`src/rtl/arb_rr4_pkg.sv`:
```
// ---------------------------------------------------------------------------
// arb_pkg
// Shared definitions for the four-requester round-robin arbiter.
//   NREQ     : number of requesters (4)
//   IDX_W    : width of a requester index (2)
//   state_t  : arbiter FSM state encoding (ST_IDLE / ST_GRANT)
//   rr_pick  : wrap-around priority scan, returns the first set request bit
//              at or after the start position (mod NREQ)
// ---------------------------------------------------------------------------
package arb_pkg;

  localparam int NREQ  = 4;
  localparam int IDX_W = 2;

  typedef enum logic {
    ST_IDLE  = 1'b0,
    ST_GRANT = 1'b1
  } state_t;

  // The loop walks the offsets from farthest to nearest so the nearest set
  // bit to the start position is the last one written and therefore wins.
  // With no bit set the result is the start position; callers only use the
  // result when at least one request is pending.
  function automatic logic [IDX_W-1:0] rr_pick(input logic [NREQ-1:0] req,
                                               input logic [IDX_W-1:0] start);
    logic [IDX_W-1:0] idx;
    rr_pick = start;
    for (int k = NREQ - 1; k >= 0; k--) begin
      idx = start + IDX_W'(k);
      if (req[idx]) rr_pick = idx;
    end
  endfunction

endpackage

```
`src/rtl/arb_rr4_if.sv`:
```
// ---------------------------------------------------------------------------
// arb_rr4_if
// Request/grant bundle between the requesters and the arbiter.
//   req       : request vector, bit i belongs to requester i
//   gnt       : one-hot grant (all-zero when idle)
//   gnt_idx   : registered winner index, meaningful only with gnt_valid
//   gnt_valid : high while a grant is active
// Modports:
//   master : requester side (drives req, observes the grant)
//   slave  : arbiter side (observes req, drives the grant)
// ---------------------------------------------------------------------------
interface arb_rr4_if;
  import arb_pkg::*;

  logic [NREQ-1:0]  req;
  logic [NREQ-1:0]  gnt;
  logic [IDX_W-1:0] gnt_idx;
  logic             gnt_valid;

  modport master (
    output req,
    input  gnt,
    input  gnt_idx,
    input  gnt_valid
  );

  modport slave (
    input  req,
    output gnt,
    output gnt_idx,
    output gnt_valid
  );

endinterface

```
`src/rtl/arb_rr4_dec2to4.sv`:
```
// ---------------------------------------------------------------------------
// dec2to4
// Purely combinational 2-to-4 decoder with enable.
//   sel : 2-bit select
//   en  : enable; when low the output is all-zero
//   y   : one-hot decode of sel, or zero
// ---------------------------------------------------------------------------
module dec2to4 (
  input  logic [1:0] sel,
  input  logic       en,
  output logic [3:0] y
);

  assign y = en ? (4'b0001 << sel) : 4'b0000;

endmodule

```
`src/rtl/arb_rr4.sv`:
```
// ---------------------------------------------------------------------------
// arb_rr4
// Four-requester round-robin arbiter. A registered 2-bit winner index is
// decoded into a one-hot grant. A requester may keep the grant while it
// keeps requesting, but after HOLD_MAX consecutive cycles it is forced to
// hand over if anyone else is waiting.
// Parameters:
//   HOLD_MAX : maximum consecutive grant cycles under contention (1..255)
// Ports:
//   clk   : rising-edge clock
//   rst_n : synchronous active-low reset
//   bus   : request/grant bundle (slave side)
// ---------------------------------------------------------------------------
module arb_rr4
  import arb_pkg::*;
#(
  parameter int HOLD_MAX = 8
) (
  input  logic       clk,
  input  logic       rst_n,
  arb_rr4_if.slave   bus
);

  localparam logic [7:0] HOLD_LIM = 8'(HOLD_MAX);

  state_t           state_q, state_d;
  logic [IDX_W-1:0] idx_q,   idx_d;
  logic [IDX_W-1:0] ptr_q,   ptr_d;
  logic [7:0]       hcnt_q,  hcnt_d;

  logic [NREQ-1:0]  cur_mask;
  logic             cur_req;
  logic             others;
  logic             handover;
  logic [IDX_W-1:0] next_ptr;

  // Current grantee's request and whether anyone else is waiting.
  assign cur_mask = NREQ'(1) << idx_q;
  assign cur_req  = |(bus.req & cur_mask);
  assign others   = |(bus.req & ~cur_mask);
  assign next_ptr = idx_q + IDX_W'(1);

  // A timeout is treated exactly like a release: the pointer moves past the
  // grantee so it re-enters the scan last.
  assign handover = !cur_req || ((hcnt_q == HOLD_LIM) && others);

  always_ff @(posedge clk) begin
    if (!rst_n) begin
      state_q <= ST_IDLE;
      idx_q   <= '0;
      ptr_q   <= '0;
      hcnt_q  <= '0;
    end else begin
      state_q <= state_d;
      idx_q   <= idx_d;
      ptr_q   <= ptr_d;
      hcnt_q  <= hcnt_d;
    end
  end

  always_comb begin
    state_d = state_q;
    idx_d   = idx_q;
    ptr_d   = ptr_q;
    hcnt_d  = hcnt_q;

    unique case (state_q)
      ST_IDLE: begin
        if (|bus.req) begin
          state_d = ST_GRANT;
          idx_d   = rr_pick(bus.req, ptr_q);
          hcnt_d  = 8'd1;
        end
      end

      ST_GRANT: begin
        if (handover) begin
          ptr_d = next_ptr;
          // On release the grantee's bit is already clear; on timeout
          // others is set, so the scan from next_ptr finds someone else
          // before it can wrap back to the old grantee.
          if (|bus.req) begin
            state_d = ST_GRANT;
            idx_d   = rr_pick(bus.req, next_ptr);
            hcnt_d  = 8'd1;
          end else begin
            state_d = ST_IDLE;
          end
        end else if (hcnt_q != HOLD_LIM) begin
          hcnt_d = hcnt_q + 8'd1;
        end
      end

      default: begin
        state_d = ST_IDLE;
      end
    endcase
  end

  assign bus.gnt_idx   = idx_q;
  assign bus.gnt_valid = (state_q == ST_GRANT);

  dec2to4 u_dec (
    .sel (idx_q),
    .en  (state_q == ST_GRANT),
    .y   (bus.gnt)
  );

endmodule

```
`src/flat_wrapper.sv`:
```
// flat-port wrapper written by rule: the top's interface ports become plain ports
module arb_rr4_flat import arb_pkg::*;
#(
  parameter int HOLD_MAX = 8
)
  (clk, rst_n, bus_req, bus_gnt, bus_gnt_idx, bus_gnt_valid);
  arb_rr4_if bus_i ();
  input  logic clk;
  input  logic rst_n;
  input wire logic [$bits(bus_i.req)-1:0] bus_req;
  output wire logic [$bits(bus_i.gnt)-1:0] bus_gnt;
  output wire logic [$bits(bus_i.gnt_idx)-1:0] bus_gnt_idx;
  output wire logic [$bits(bus_i.gnt_valid)-1:0] bus_gnt_valid;
  assign bus_i.req = bus_req;
  assign bus_gnt = bus_i.gnt;
  assign bus_gnt_idx = bus_i.gnt_idx;
  assign bus_gnt_valid = bus_i.gnt_valid;
  arb_rr4 #(.HOLD_MAX(HOLD_MAX)) u_core (.clk(clk), .rst_n(rst_n), .bus(bus_i));
endmodule
```
`config.mk`:
```
export PLATFORM = sky130hd
export DESIGN_NAME = arb_rr4_flat
export DESIGN_NICKNAME = d
export VERILOG_FILES = /design/src/rtl/arb_rr4_pkg.sv /design/src/rtl/arb_rr4_if.sv /design/src/rtl/arb_rr4_dec2to4.sv /design/src/rtl/arb_rr4.sv /design/src/flat_wrapper.sv
export SDC_FILE = /design/constraint.sdc
export NUM_CORES = 1
export LEC_CHECK = 0
export CORE_MARGIN = 10
export CORE_UTILIZATION = 40
export CTS_BUF_LIST = sky130_fd_sc_hd__clkbuf_8
export DETAILED_ROUTE_END_ITERATION = 12
export GPL_TIMING_DRIVEN = 0
export SETUP_SLACK_MARGIN = 0.2
export SYNTH_ARGS = -nofsm -noshare
export SYNTH_HDL_FRONTEND = slang
export SYNTH_SLANG_ARGS = --single-unit
export TNS_END_PERCENT = 10
```
`constraint.sdc`:
```
create_clock -name clk -period 5.1 [get_ports clk]
set_input_delay 0.51 -clock clk [delete_from_list [all_inputs] [get_ports clk]]
set_output_delay 0.51 -clock clk [all_outputs]
set_load 0.005 [all_outputs]
```
==> flow_summary_export.csv <==
group,metric,value,unit
die,core_area,2500,um2
synthesis,synth-seq-cells,13,
setup_path,critPathBufInv,3,
synthesis,synth-seq-area-share,24.7,%
detailed_routing,vias,1021,
setup_path,cp.depth,5,
placed_design,numPortBuffers,10,
placed_design,dp_hpwl,2.06,mm
clock_network,cts_buffers,3,
placed_design,post-place-ws,2.68,ns
pwr,vdd_drop_max,0.156,mV
setup_path,startpoint_type,"register",
synthesis,async_reset_ff_share,0,%
clock_network,clock_latency,0.25,ns
cells_and_area,final_util,49.4,%
setup_path,reg2reg_depth,9,
detailed_routing,dr.pass1.iters,4,
setup_path,r2r-start,"u_core.bus.gnt_idx[0]",
global_route,grt_pass1_vias,975,
pwr,p_per_area,267,nW/um2
cells_and_area,diodes,0,
global_route,grt_max_degree,11,
setup_path,cp_max_fo,8,
clock_network,clk_path_buf_depth,2,
synthesis,synth_area,1050,um2
detailed_routing,antenna_left,0,
cells_and_area,final_common_cell,"dfxtp_1",
synthesis,synth-warning-count,0,
setup_path,reg2reg_to,"u_core.bus.gnt_idx[0]",
setup_path,cp-end-kind,"output port",
worst_hold_path,hold_path_class,"register to register",
cells_and_area,area_growth,17.3,%
cells_and_area,drive_above_1_share,11.0,%
detailed_routing,drc,0,
synthesis,synthTopCellsByArea,"dfxtp_1, ha_1, o21ai_0, a21oi_1, nand2_1",
synthesis,netlist_instances,131,
sta,period_needed,2.44,ns
sta,fin_skew,0.00353,ns
setup_path,critical_path_required,4.59,ns
global_route,grt_pass1_wl,4.69,mm
setup_path,crit_chain,"clkbuf_1 > inv_1 > ha_1 > and2_1 > clkdlybuf4s50_1",
clock_network,cts_setup_buffers,0,
detailed_routing,drt_iter0_drc,35,
sta,timing.fmax,0.410,GHz
cells_and_area,seqCellArea,260,um2
synthesis,synth_area_per_cell,8.04,um2
sta,grt_setup_unrepaired,"false",
pwr,finalPower,330,uW
cells_and_area,final_nets,158,
detailed_routing,drt-vias-per-instance,5.83,
setup_path,critPathTopFamily,"buffers and inverters",
clock_network,ctsHoldBuffers,0,
sta,post-route-period-util,47.8,%
die,design.die.area,5090,um2
setup_path,slowest_delay,0.44,ns
die,die_y,71.3,um
die,rows,18,
sta,finalHoldViolCount,0,
cells_and_area,multiInputGateArea,709,um2
job,maxCapViolCount,0,
global_route,grt.overflow.total,0,
sta,finalWorstSetupSlack,2.66,ns
clock_network,cts_tree,"built",
die,start_util,42.1,%
synthesis,synth_fp_nets,143,
setup_path,setup.worst_path.end,"bus_gnt[0]",
setup_path,rrSetupSlack,2.73,ns
sta,setup_viol,0,
synthesis,ys.flop_type,"dfxtp_1",
cells_and_area,nFillCells,250,
sta,tightestPinTransition,0.738,ns
die,dieWidth,71.3,um
setup_path,cpMaxStageDelayCell,"clkdlybuf4s50_1",
sta,drv_slew,0,
clock_network,cts_sinks,13,
synthesis,synth_top_cell_by_area,"dfxtp_1",
setup_path,worstSetupPathType,"register to output port",
setup_path,crit_arrival,1.93,ns
status,outcome,"finished, final reports clean",
global_route,grt_usage,10.9,%
detailed_routing,drt-total-wl,2.70,mm
clock_network,ctsResizeCount,0,
sta,slew_headroom,50.4,%
synthesis,synth_edf_count,0,
clock_network,clk_pin_slew,0.05,ns
setup_path,critPathLaunch,"u_core.bus.gnt_idx[0]",
pwr,p_leak,0.440,nW
global_route,grt_antenna_before_repair,0,
sta,fin_setup_tns,0,ns
clock_network,root_buffer,"clkbuf_8",
placed_design,place_congestion,0.871,
detailed_routing,wl_per_cell,15.5,um
synthesis,synth_top_area_share,24.7,%
synthesis,ys_types,47,
cells_and_area,final_cell_mix,"dfxtp_1, inv_1, o21ai_0, nand2_1, clkdlybuf4s50_1",
die,io_pins,13,
clock_network,h-tree-depth,1,
-- cells by family after synthesis --
| kind of cell | count (synthesis) | synth area share, % |
|---|---|---|
| AND/OR/NAND/NOR | 43 | 22.7 |
| AO/OA/AOI/OAI | 50 | 36.6 |
| multiplexers | 1 | 0.950 |
| flip-flops | 13 | 24.7 |
| buffers and inverters | 18 | 7.96 |
| adder cells (fa/ha/maj) | 6 | 7.13 |
-- cell type report --
class                   count  share of cell area [%]
clock inverters             1                   0.304
clock buffers               3                    3.34
multi-input cells         100                    57.4
repair buffers             10                    8.10
plain buffers               7                    3.44
well taps                  30                    3.04
inverters                  11                    3.34
flip-flops and latches     13                    21.1
-- state kept, by name, indices dropped and copies added (netlist names) --
signal	count
u_core.bus.gnt_idx	2
u_core.bus.gnt_valid	1
u_core.hcnt_q	8
u_core.ptr_q	2
-- tightest hold or removal path, delay by kind of cell, from the launching register on --
family	cells	cell delay [ns]
DFF	1	0.34
and+or+nand+nor	1	0.07
muxes	1	0.06
-- worst min-delay path by stage --
| stage | start | end | slack, ns | cells past startpoint |
|---|---|---|---|---|
| global placement | u_core.hcnt_q[6] | u_core.hcnt_q[6] | 0.50 | 2 |
| finish | u_core.bus.gnt_idx[1] | u_core.bus.gnt_idx[1] | 0.52 | 2 |
| floorplan | u_core.ptr_q[0] | u_core.ptr_q[0] | 0.48 | 2 |
| global route | u_core.hcnt_q[6] | u_core.hcnt_q[6] | 0.56 | 2 |
| CTS | u_core.hcnt_q[7] | u_core.hcnt_q[7] | 0.53 | 2 |
| detailed placement | u_core.bus.gnt_idx[1] | u_core.bus.gnt_idx[1] | 0.52 | 2 |
-- layer usage --
layer / track usage (%) / part of all wire, % / up-vias
li1: - / - / 514
met1: 13.9 / 47 / 490
met2: 17.0 / 49 / 12
met3: 3.58 / 3.5 / 5
met4: 3.01 / 1.0 / 0
met5: 0 / 0 / -
-- metrics by stage --
step,std cells,hold WS [ns],instance area (um2)
2_1_floorplan,131,0.480,1050
3_3_place_gp,171,0.504,1190
3_5_place_dp,171,0.518,1190
4_1_cts,175,0.526,1240
5_1_grt,175,0.560,1240
6_report,175,0.519,1240
-- synthesized netlist by cell type, drive strengths merged (2+ instances only) --
| cell type | count |
|---|---|
| dfxtp | 13 |
| inv | 11 |
| nand2 | 11 |
| o21ai | 11 |
| a21oi | 10 |
| nand3 | 7 |
| ha | 6 |
| nor2 | 6 |
| a211oi | 5 |
| and2 | 4 |
| buf | 4 |
| nor3 | 4 |
| a22oi | 3 |
| clkbuf | 3 |
| nand2b | 3 |
| a2111oi | 2 |
| a21o | 2 |
| a41oi | 2 |
| nor4b | 2 |
| o21a | 2 |
| o22ai | 2 |
-- power breakdown --
group / leakage, nW / switching (mW) / internal, mW
logic: 0.307 / 0.0659 / 0.0546
registers: 0.106 / 0.00971 / 0.110
clock network: 0.0269 / 0.0367 / 0.0532
No activity file was read; power rests on OpenSTA's default activity.
